`config.mk`:
```
export PLATFORM = sky130hd
export DESIGN_NAME = branch_predictor_flat
export DESIGN_NICKNAME = d
export VERILOG_FILES = /design/src/rtl/bp_pkg.sv /design/src/rtl/branch_predictor_if.sv /design/src/rtl/bp_btb.sv /design/src/rtl/branch_predictor.sv /design/src/flat_wrapper.sv
export SDC_FILE = /design/constraint.sdc
export NUM_CORES = 2
export LEC_CHECK = 0
export BUFFER_PORTS_ARGS = -buffer_cell sky130_fd_sc_hd__buf_2
export CAP_MARGIN = 20
export CORE_MARGIN = 4
export CORE_UTILIZATION = 60
export CTS_BUF_LIST = sky130_fd_sc_hd__clkbuf_4
export DETAILED_ROUTE_END_ITERATION = 8
export HOLD_SLACK_MARGIN = 0.05
export PLACE_DENSITY_LB_ADDON = 0.12
export SLEW_MARGIN = 40
export SYNTH_ARGS = -nofsm -noshare
export SYNTH_HDL_FRONTEND = slang
export SYNTH_SLANG_ARGS = --single-unit
```
`constraint.sdc`:
```
create_clock -name clk -period 6.6 [get_ports clk]
set_clock_uncertainty 0.05 [all_clocks]
set_input_delay 0.33 -clock clk [delete_from_list [all_inputs] [get_ports clk]]
set_output_delay 0.33 -clock clk [all_outputs]
set_load 0.1 [all_outputs]
```
`src/rtl/bp_pkg.sv`:
```
// Shared types and helpers for the gshare branch predictor: counter states,
// BTB entry layout and the saturating 2-bit counter update.
package bp_pkg;

  localparam int PHT_IDX_W = 8;
  // Tag field is sized for the smallest useful BTB; unused upper bits stay zero.
  localparam int BTB_TAG_W = 30;

  localparam logic [1:0] SNT = 2'd0;
  localparam logic [1:0] WNT = 2'd1;
  localparam logic [1:0] WT  = 2'd2;
  localparam logic [1:0] ST  = 2'd3;

  typedef struct packed {
    logic                 valid;
    logic [BTB_TAG_W-1:0] tag;
    logic [31:0]          target;
    logic                 is_jump;
  } btb_entry_t;

  function automatic logic [1:0] sat2_update(input logic [1:0] cnt, input logic taken);
    logic [1:0] nxt;
    if (taken) begin
      if (cnt == ST) nxt = ST;
      else           nxt = cnt + 2'd1;
    end else begin
      if (cnt == SNT) nxt = SNT;
      else            nxt = cnt - 2'd1;
    end
    return nxt;
  endfunction

endpackage

```
`src/rtl/branch_predictor_if.sv`:
```
// Fetch lookup and EX training signals between the pipeline (master) and
// the branch predictor (slave).
interface branch_predictor_if;
  logic [31:0] F_PC;
  logic        F_pred_taken;
  logic [7:0]  F_pht_idx;
  logic        F_btb_hit;
  logic [31:0] F_btb_target;
  logic        E_br_valid;
  logic        E_is_jump;
  logic [31:0] E_PC;
  logic        E_taken;
  logic [31:0] E_target;
  logic [7:0]  E_pht_idx;
  logic        E_mispredict;

  modport master (
    output F_PC, E_br_valid, E_is_jump, E_PC, E_taken, E_target, E_pht_idx, E_mispredict,
    input  F_pred_taken, F_pht_idx, F_btb_hit, F_btb_target
  );

  modport slave (
    input  F_PC, E_br_valid, E_is_jump, E_PC, E_taken, E_target, E_pht_idx, E_mispredict,
    output F_pred_taken, F_pht_idx, F_btb_hit, F_btb_target
  );
endinterface

```
`src/rtl/bp_btb.sv`:
```
// Direct-mapped branch target buffer: combinational read, synchronous write
// and synchronous clear of all entries.
module bp_btb
  import bp_pkg::*;
#(
  parameter int ENTRIES = 16
) (
  input  logic        clk,
  input  logic        rst,
  input  logic [31:0] rd_pc,
  output logic        rd_hit,
  output logic [31:0] rd_target,
  output logic        rd_is_jump,
  input  logic        wr_en,
  input  logic [31:0] wr_pc,
  input  logic [31:0] wr_target,
  input  logic        wr_is_jump
);

  localparam int IDX_W = $clog2(ENTRIES);

  function automatic logic [IDX_W-1:0] btb_idx(input logic [29:0] word_addr);
    return word_addr[IDX_W-1:0];
  endfunction

  function automatic logic [BTB_TAG_W-1:0] btb_tag(input logic [29:0] word_addr);
    return BTB_TAG_W'(word_addr >> IDX_W);
  endfunction

  btb_entry_t entries_q [ENTRIES];
  btb_entry_t entries_d [ENTRIES];
  btb_entry_t rd_entry_s;
  logic       unused_pc_bits_s;

  assign unused_pc_bits_s = ^{rd_pc[1:0], wr_pc[1:0]};

  // Write port: a taken resolution overwrites whatever alias held the slot.
  always_comb begin
    entries_d = entries_q;
    if (wr_en) begin
      entries_d[btb_idx(wr_pc[31:2])] = '{valid:   1'b1,
                                          tag:     btb_tag(wr_pc[31:2]),
                                          target:  wr_target,
                                          is_jump: wr_is_jump};
    end else begin
      entries_d = entries_q;
    end
  end

  always_comb begin
    rd_entry_s = entries_q[btb_idx(rd_pc[31:2])];
    rd_hit     = rd_entry_s.valid && (rd_entry_s.tag == btb_tag(rd_pc[31:2]));
    if (rd_hit) begin
      rd_target  = rd_entry_s.target;
      rd_is_jump = rd_entry_s.is_jump;
    end else begin
      rd_target  = 32'd0;
      rd_is_jump = 1'b0;
    end
  end

  always_ff @(posedge clk) begin
    if (rst) begin
      for (int i = 0; i < ENTRIES; i++) entries_q[i] <= '0;
    end else begin
      entries_q <= entries_d;
    end
  end

endmodule

```
`src/rtl/branch_predictor.sv`:
```
// Gshare branch predictor (PHT of 2-bit counters + non-speculative GHR) with a
// direct-mapped BTB. Optional perf counters are built when BP_PERF_CNT_EN is defined.
module branch_predictor
  import bp_pkg::*;
#(
  parameter int         GHR_BITS    = 8,
  parameter int         BTB_ENTRIES = 16,
  parameter logic [1:0] PHT_INIT    = WNT
) (
  input  logic               clk,
  input  logic               rst,
  branch_predictor_if.slave  bp,
  output logic [31:0]        perf_branches,
  output logic [31:0]        perf_mispredicts
);

  localparam int PHT_SIZE = 2 ** PHT_IDX_W;

  logic [1:0]          pht_q [PHT_SIZE];
  logic [1:0]          pht_d [PHT_SIZE];
  logic [GHR_BITS-1:0] ghr_q;
  logic [GHR_BITS-1:0] ghr_d;
  logic [7:0]          pht_idx_s;
  logic                btb_hit_s;
  logic                btb_is_jump_s;
  logic [31:0]         btb_target_s;

  bp_btb #(.ENTRIES(BTB_ENTRIES)) u_btb (
    .clk        (clk),
    .rst        (rst),
    .rd_pc      (bp.F_PC),
    .rd_hit     (btb_hit_s),
    .rd_target  (btb_target_s),
    .rd_is_jump (btb_is_jump_s),
    .wr_en      (bp.E_br_valid & bp.E_taken),
    .wr_pc      (bp.E_PC),
    .wr_target  (bp.E_target),
    .wr_is_jump (bp.E_is_jump)
  );

  // Lookup reads only registered state, so a same-cycle update is not visible.
  always_comb begin
    pht_idx_s       = bp.F_PC[9:2] ^ ghr_q;
    bp.F_pht_idx    = pht_idx_s;
    bp.F_btb_hit    = btb_hit_s;
    bp.F_btb_target = btb_target_s;
    bp.F_pred_taken = btb_hit_s & (btb_is_jump_s | (pht_q[pht_idx_s] >= WT));
  end

  always_comb begin
    pht_d = pht_q;
    ghr_d = ghr_q;
    if (bp.E_br_valid && !bp.E_is_jump) begin
      pht_d[bp.E_pht_idx] = sat2_update(pht_q[bp.E_pht_idx], bp.E_taken);
      ghr_d               = {ghr_q[GHR_BITS-2:0], bp.E_taken};
    end else begin
      pht_d = pht_q;
      ghr_d = ghr_q;
    end
  end

  always_ff @(posedge clk) begin
    if (rst) begin
      for (int i = 0; i < PHT_SIZE; i++) pht_q[i] <= PHT_INIT;
      ghr_q <= '0;
    end else begin
      pht_q <= pht_d;
      ghr_q <= ghr_d;
    end
  end

`ifdef BP_PERF_CNT_EN
  logic [31:0] perf_br_q, perf_br_d;
  logic [31:0] perf_mp_q, perf_mp_d;

  // Saturating event counters.
  always_comb begin
    perf_br_d = perf_br_q;
    perf_mp_d = perf_mp_q;
    if (bp.E_br_valid && (perf_br_q != 32'hFFFF_FFFF)) perf_br_d = perf_br_q + 32'd1;
    else                                               perf_br_d = perf_br_q;
    if (bp.E_br_valid && bp.E_mispredict && (perf_mp_q != 32'hFFFF_FFFF)) perf_mp_d = perf_mp_q + 32'd1;
    else                                                                  perf_mp_d = perf_mp_q;
  end

  always_ff @(posedge clk) begin
    if (rst) begin
      perf_br_q <= 32'd0;
      perf_mp_q <= 32'd0;
    end else begin
      perf_br_q <= perf_br_d;
      perf_mp_q <= perf_mp_d;
    end
  end

  assign perf_branches    = perf_br_q;
  assign perf_mispredicts = perf_mp_q;
`else
  logic unused_perf_s;
  assign unused_perf_s    = bp.E_mispredict;
  assign perf_branches    = 32'd0;
  assign perf_mispredicts = 32'd0;
`endif

endmodule

```
`src/flat_wrapper.sv`:
```
// flat-port wrapper written by rule: the top's interface ports become plain ports
module branch_predictor_flat import bp_pkg::*;
#(
  parameter int         GHR_BITS    = 8,
  parameter int         BTB_ENTRIES = 16,
  parameter logic [1:0] PHT_INIT    = WNT
)
  (clk, rst, perf_branches, perf_mispredicts, bp_F_PC, bp_E_br_valid, bp_E_is_jump, bp_E_PC, bp_E_taken, bp_E_target, bp_E_pht_idx, bp_E_mispredict, bp_F_pred_taken, bp_F_pht_idx, bp_F_btb_hit, bp_F_btb_target);
  branch_predictor_if bp_i ();
  input  logic clk;
  input  logic rst;
  output logic [31:0] perf_branches;
  output logic [31:0] perf_mispredicts;
  input wire logic [$bits(bp_i.F_PC)-1:0] bp_F_PC;
  input wire logic [$bits(bp_i.E_br_valid)-1:0] bp_E_br_valid;
  input wire logic [$bits(bp_i.E_is_jump)-1:0] bp_E_is_jump;
  input wire logic [$bits(bp_i.E_PC)-1:0] bp_E_PC;
  input wire logic [$bits(bp_i.E_taken)-1:0] bp_E_taken;
  input wire logic [$bits(bp_i.E_target)-1:0] bp_E_target;
  input wire logic [$bits(bp_i.E_pht_idx)-1:0] bp_E_pht_idx;
  input wire logic [$bits(bp_i.E_mispredict)-1:0] bp_E_mispredict;
  output wire logic [$bits(bp_i.F_pred_taken)-1:0] bp_F_pred_taken;
  output wire logic [$bits(bp_i.F_pht_idx)-1:0] bp_F_pht_idx;
  output wire logic [$bits(bp_i.F_btb_hit)-1:0] bp_F_btb_hit;
  output wire logic [$bits(bp_i.F_btb_target)-1:0] bp_F_btb_target;
  assign bp_i.F_PC = bp_F_PC;
  assign bp_i.E_br_valid = bp_E_br_valid;
  assign bp_i.E_is_jump = bp_E_is_jump;
  assign bp_i.E_PC = bp_E_PC;
  assign bp_i.E_taken = bp_E_taken;
  assign bp_i.E_target = bp_E_target;
  assign bp_i.E_pht_idx = bp_E_pht_idx;
  assign bp_i.E_mispredict = bp_E_mispredict;
  assign bp_F_pred_taken = bp_i.F_pred_taken;
  assign bp_F_pht_idx = bp_i.F_pht_idx;
  assign bp_F_btb_hit = bp_i.F_btb_hit;
  assign bp_F_btb_target = bp_i.F_btb_target;
  branch_predictor #(.GHR_BITS(GHR_BITS), .BTB_ENTRIES(BTB_ENTRIES), .PHT_INIT(PHT_INIT)) u_core (.clk(clk), .rst(rst), .bp(bp_i), .perf_branches(perf_branches), .perf_mispredicts(perf_mispredicts));
endmodule
```
# Yosys cells after proc, flatten, opt, wreduce, memory -nomap -nowiden
# Cells that the tools add are included.
[totals]
elab_cells = 367
ff_bits = 1544
out_inout_bits = 106
[op_classes]
eq_ne = 2
reduce_logical = 6
bitwise = 8
n_mux = 21
order_cmp = 7
add_sub_neg = 2
[op_table]
columns = ["operator", "count"]
rows = [
  ["$bwmux 1024", 1],
  ["$bwmux 512", 1],
  ["$bmux 64 s4", 1],
  ["$demux 64 s4", 1],
  ["$mux 64", 3],
  ["$bmux 2 s8", 2],
  ["$mux 32", 1],
  ["$eq 30x26->1", 1],
  ["$ge 9x9->1 const B", 2],
  ["$mux 2", 9],
  ["$not 8->9", 2],
  ["$demux 2 s8", 1],
  ["$ge 5x5->1 const B", 2],
  ["$not 4->5", 2],
  ["$lt 9x1->1 const B", 1],
  ["$xor 8x8->8", 1],
  ["$lt 5x1->1 const B", 1],
  ["$logic_and 1x1->1", 4],
  ["$add 2x1->2 const B", 1],
  ["$and 1x1->1", 2],
  ["$eq 2x2->1 const B", 1],
  ["$ge 2x2->1 const B", 1],
  ["$logic_not 2->1", 1],
  ["$sub 2x1->2 const B", 1],
  ["3 further kinds", 3],
]

# Depth between registers and ports, before layout
[depth]
ltp_word = 9
depth_mapped = 15
depth_no_buf = 9

# By module
# Synthesis repeated with hierarchy kept, for this count alone.
[unflattened]
cells_unflattened = 8075
hier_area_um2 = 68476.9
[by_module_without_submodules]
columns = ["mod", "area_each_um2", "instances", "cells_per_inst", "seq_area_each_um2"]
rows = [
  ["bp_btb", 42076.6, 1, 5020, 19218.4],
  ["branch_predictor", 26400.3, 1, 3055, 10410.0],
]

# Worst setup path after synthesis
# OpenSTA, ideal clock, no wires.
[synth_timing]
path_kind = "input-to-output"
start = "in bp_F_PC[2]"
end = "out bp_F_pred_taken"
arrival_ns = 5.603
path_slack_ns = 0.617
required_time_ns = 6.220
path_stages = 14
cell_sequence = "buf_2 xnor2_1 clkinv_1 buf_2 buf_2 buf_2 clkbuf_1 nand2_1 nand3_1 nand4_1 nand4_1 nand3_1 and4_1 a211oi_1"
[synth_between]
word_cells_on_any_way = 15
classes_between = "1 x order compare; 1 x eq/ne; 7 x mux; 5 x bitwise; 1 x reduce/logical"
[synth_lines]
columns = ["item", "line_no", "source"]
rows = [
  ["start: declaration", "flat_wrapper.sv:14", "input wire logic [$bits(bp_i.F_PC)-1:0] bp_F_PC;"],
  ["$xor 8x8->8", "branch_predictor.sv:43", "pht_idx_s = bp.F_PC[9:2] ^ ghr_q;"],
  ["net bp_F_pht_idx[0]", "flat_wrapper.sv:23", "output wire logic [$bits(bp_i.F_pht_idx)-1:0] bp_F_pht_idx;"],
  ["$not 8->9 (implied by the code)", "branch_predictor.sv:47", "bp.F_pred_taken = btb_hit_s & (btb_is_jump_s | (pht_q[pht_idx_s] >= WT));"],
  ["$bmux 2 s8", "branch_predictor.sv:47", ""],
  ["$mux 2 (implied by the code) (2 in a row)", "branch_predictor.sv:47", ""],
  ["$ge 2x2->1", "branch_predictor.sv:47", ""],
  ["$or 1x1->1", "branch_predictor.sv:47", ""],
  ["$and 1x1->1", "branch_predictor.sv:47", ""],
  ["end: declaration", "flat_wrapper.sv:22", "output wire logic [$bits(bp_i.F_pred_taken)-1:0] bp_F_pred_taken;"],
]
# The timed path passes the listed nets, and every way through them passes these cells. The select of a mux whose other input is x is not followed.

# Final worst setup path
[layout_timing]
start = "reg u_core.u_btb.entries_q[48] in the netlist's numbering"
end = "out bp_F_btb_target[1]"
[layout_between]
elab_chain_len = 6
[layout_rtl]
columns = ["item", "line_no", "source"]
rows = [
  ["start: declaration", "bp_btb.sv:30", "btb_entry_t entries_q [ENTRIES];"],
  ["start signal: assignment", "bp_btb.sv:66", "entries_q <= entries_d;"],
  ["$bmux 64 s4", "bp_btb.sv:51", "rd_entry_s = entries_q[btb_idx(rd_pc[31:2])];"],
  ["$mux 64 (implied by the code) (2 in a row)", "bp_btb.sv:51", ""],
  ["$eq 30x26->1", "bp_btb.sv:52", "rd_hit = rd_entry_s.valid && (rd_entry_s.tag == btb_tag(rd_pc[31:2]));"],
  ["$logic_and 1x1->1", "bp_btb.sv:52", ""],
  ["$mux 32", "bp_btb.sv:53", "if (rd_hit) begin"],
  ["end: declaration", "flat_wrapper.sv:25", "output wire logic [$bits(bp_i.F_btb_target)-1:0] bp_F_btb_target;"],
]
# Every way passes these cells. The select of a mux whose other input is x is not followed.

==> flow_metrics.py <==
metrics = {
    "outcome": {
        "status": "finished clean",
    },
    "synth": {
        "syn_area_um2": 67000,
        "syn_area_per_cell_um2": 8.76,
        "synth_top_area_cell": "dfxtp_1",
        "synth_seq_area_share_pct": 44.2,
        "syn-instance-count": 7650,
        "yosys_warnings": 0,
        "ys_ff_latch": 1480,
        "synthArstFlopShare_pct": 0,
        "yosys-top-cells-area": "dfxtp_1, mux4_2, nand2_1",
        "synth_commonest_cells": "nand2_1, dfxtp_1, a21oi_1",
        "synth_most_common_cell": "nand2_1",
        "synth_cell_type_count": 60,
        "synth_flop_cell": "dfxtp_1",
        "synth-edff-count": 0,
        "yosys.area.top_type_share_pct": 44.2,
    },
    "final_layout": {
        "design_area_um2": 74400,
        "final_util_pct": 67.2,
        "regArea_um2": 29600,
        "n_fill_cell": 9013,
        "syn2layout_area_growth_pct": 11.1,
        "final_layout_size_suffix_gt1_share_pct": 18.4,
        "stdcell_count": 9416,
        "nets": 7788,
        "multi_input_area_um2": 34400,
    },
    "critical_path": {
        "critPathTopFamily": "simple AND/OR/NAND/NOR gates",
        "crit_fanout": 34,
        "crit_buf_inv": 2,
        "cpPeakStageDelay_ns": 0.52,
        "critPathKind": "reg2out",
        "critPathLaunchType": "register",
        "end_kind": "primary output",
        "cp.required_ns": 6.22,
        "crit_arrival_ns": 5.13,
        "cp_cell_sequence": "mux4_2 > mux4_2 > xnor2_1 > nand4_1 > nor4_1 > nand4_1 > buf_4 > nor2b_1 > buf_2",
        "slowest_stage": "xnor2_1",
    },
    "timing": {
        "tns_ns": 0,
        "max_freq_mhz": 181,
        "worstMarginPinSlew_ns": 0.967,
        "fin_crit_ns": 5.51,
        "setup_viol": 0,
        "whs_ns": 0.164,
        "rsz0062_at_grt": "no",
        "slew_violations": 0,
        "fin_crit_sh_pct": 83.5,
        "slew_headroom_pct": 35.3,
        "final_hold_viol_count": 0,
    },
    "die": {
        "die_h_um": 342,
        "die-area_um2": 117000,
        "io_pins": 216,
        "coreArea_um2": 111000,
        "start_util_pct": 60.5,
        "rows": 122,
        "die_w_um": 342,
    },
    "power": {
        "powerDensity_nw_per_um2": 246,
        "vdd_drop_max_mv": 0.152,
        "leakage_uw": 0.0240,
    },
    "cts": {
        "numCtsBuffers": 393,
        "cts_sinks": 1480,
        "cts_resized": 0,
        "cts_buffer_depth": 4,
        "path_clk_slew_ns": 0.07,
        "clock_latency_ns": 1.30,
        "clockRootBuffer": "clkbuf_4",
        "h-tree-depth": 5,
        "post-cts-setup-buffers": 0,
        "tritoncts": "done",
    },
    "job": {
        "drv_cap": 0,
    },
    "placement": {
        "dp.cells": 8625,
        "place.gp.congestion": 0.940,
        "io_buffers": 146,
        "postPlaceCellArea_um2": 68200,
        "dpl.hpwl_um": 124000,
    },
    "grt": {
        "use_met3_pct": 7.73,
        "grt_max_degree": 189,
        "grtUsageMet1_pct": 50.1,
        "gr-total-overflow": 0,
        "grt_pass1_vias": 57300,
        "grt-busiest-layer": "met2",
        "antenna_found_initial": 9,
        "groute.usage.overall_pct": 37.2,
        "grt_pass1_wl_um": 339000,
        "grt_use_met2_pct": 57.7,
    },
    "route": {
        "drt_wl_total_um": 224000,
        "via_count": 60400,
        "drt_iter0_drc": 8158,
        "route.detailed.drc": 0,
        "avgRoutedWirePerCell_um": 23.7,
        "dr.pass1.iters": 9,
        "via_per_inst": 6.41,
        "ant_nets": 0,
    },
    "hold_path": {
        "hold_class": "in2reg",
    },
}
==> report_power, final <==
group	internal [uW]	total, uW	switching (uW)
registers	8980	9000	23.5
logic	389	1560	1170
clock network	4060	7790	3730
==> placed cells by master, fill, tap and decap left out, drive strengths merged, types with 31 or more instances in the layout <==
master and count:
nand4 31, mux2i 52, o311ai 125, dfxtp 1480, nand2 2171, mux4 461, conb 64, buf 306
a22oi 36, clkbuf 570, nand3 46, a21oi 1194, a211oi 159, a311oi 90, nor2 410, clkinv 53
nor2b 48, dlygate4sd3 141, o21ai 270
==> path summary, 6_finish.rpt <==
kind	to	slack [ns]	from	depth (start not counted)
setup / recovery	bp_F_btb_target[1]	1.09	u_core.u_btb.entries_q[48]$_SDFFE_PP0P_	9
hold / removal	u_core.ghr_q[7]$_SDFFE_PP0P_	0.16	bp_E_is_jump	5
setup reg to reg	u_core.pht_q[174]$_SDFFE_PP1P_	2.71	u_core.pht_q[137]$_SDFFE_PP0P_	9
hold reg to reg	u_core.u_btb.entries_q[537]$_SDFFE_PP0P_	0.40	u_core.u_btb.entries_q[537]$_SDFFE_PP0P_	2
==> timing repair <==
item,in CTS,in global routing
hold buffers,141,0
endpoints found under the setup margin,0,0
hold endpoints to repair,1349,0
==> state kept, by name, indices dropped and copies added (netlist names) <==
signal and flops:
u_core.pht_q 512, u_core.u_btb.entries_q 960, u_core.ghr_q 8
==> worst min-delay path: stages <==
cell	delay, ns
dlygate4sd3_1	0.61
buf_2	0.20
nor2b_4	0.15
nand2_1	0.10
a21oi_1	0.05
==> cells by family after synthesis <==
family,count (synthesis),share of synthesized area (%)
simple gates,2784,16.3
compound gates,1939,16.9
flops,1480,44.2
buf+inv,890,5.75
mux,518,16.4
xor+xnor,36,0.471
fa+ha+maj,2,0.0317
other cells,1,0.00560
==> metrics by stage <==
stage	power, uW	setup WS [ns]
after floorplan	10300	0.617
after global placement	10600	1.57
after detailed placement	10600	1.51
after CTS	18400	1.14
after global routing	18900	1.00
final	18300	1.09
==> cell type report <==
type | instances | share of cell area (%)
multi-input cells | 5343 | 46.2
flip-flops and latches | 1480 | 39.8
clock buffers | 570 | 5.75
repair buffers | 447 | 5.16
well taps | 1488 | 2.50
clock inverters | 60 | 0.474
inverters | 13 | 0.0807
diodes | 15 | 0.0504
==> metal layers <==
metal	vias up	routed length [um]
met1	28900	85400
met2	3877	102000
met5	-	104
met4	8	10100
met3	708	25500
li1	26900	-
Note: power is estimated with default switching activity, not from simulation.
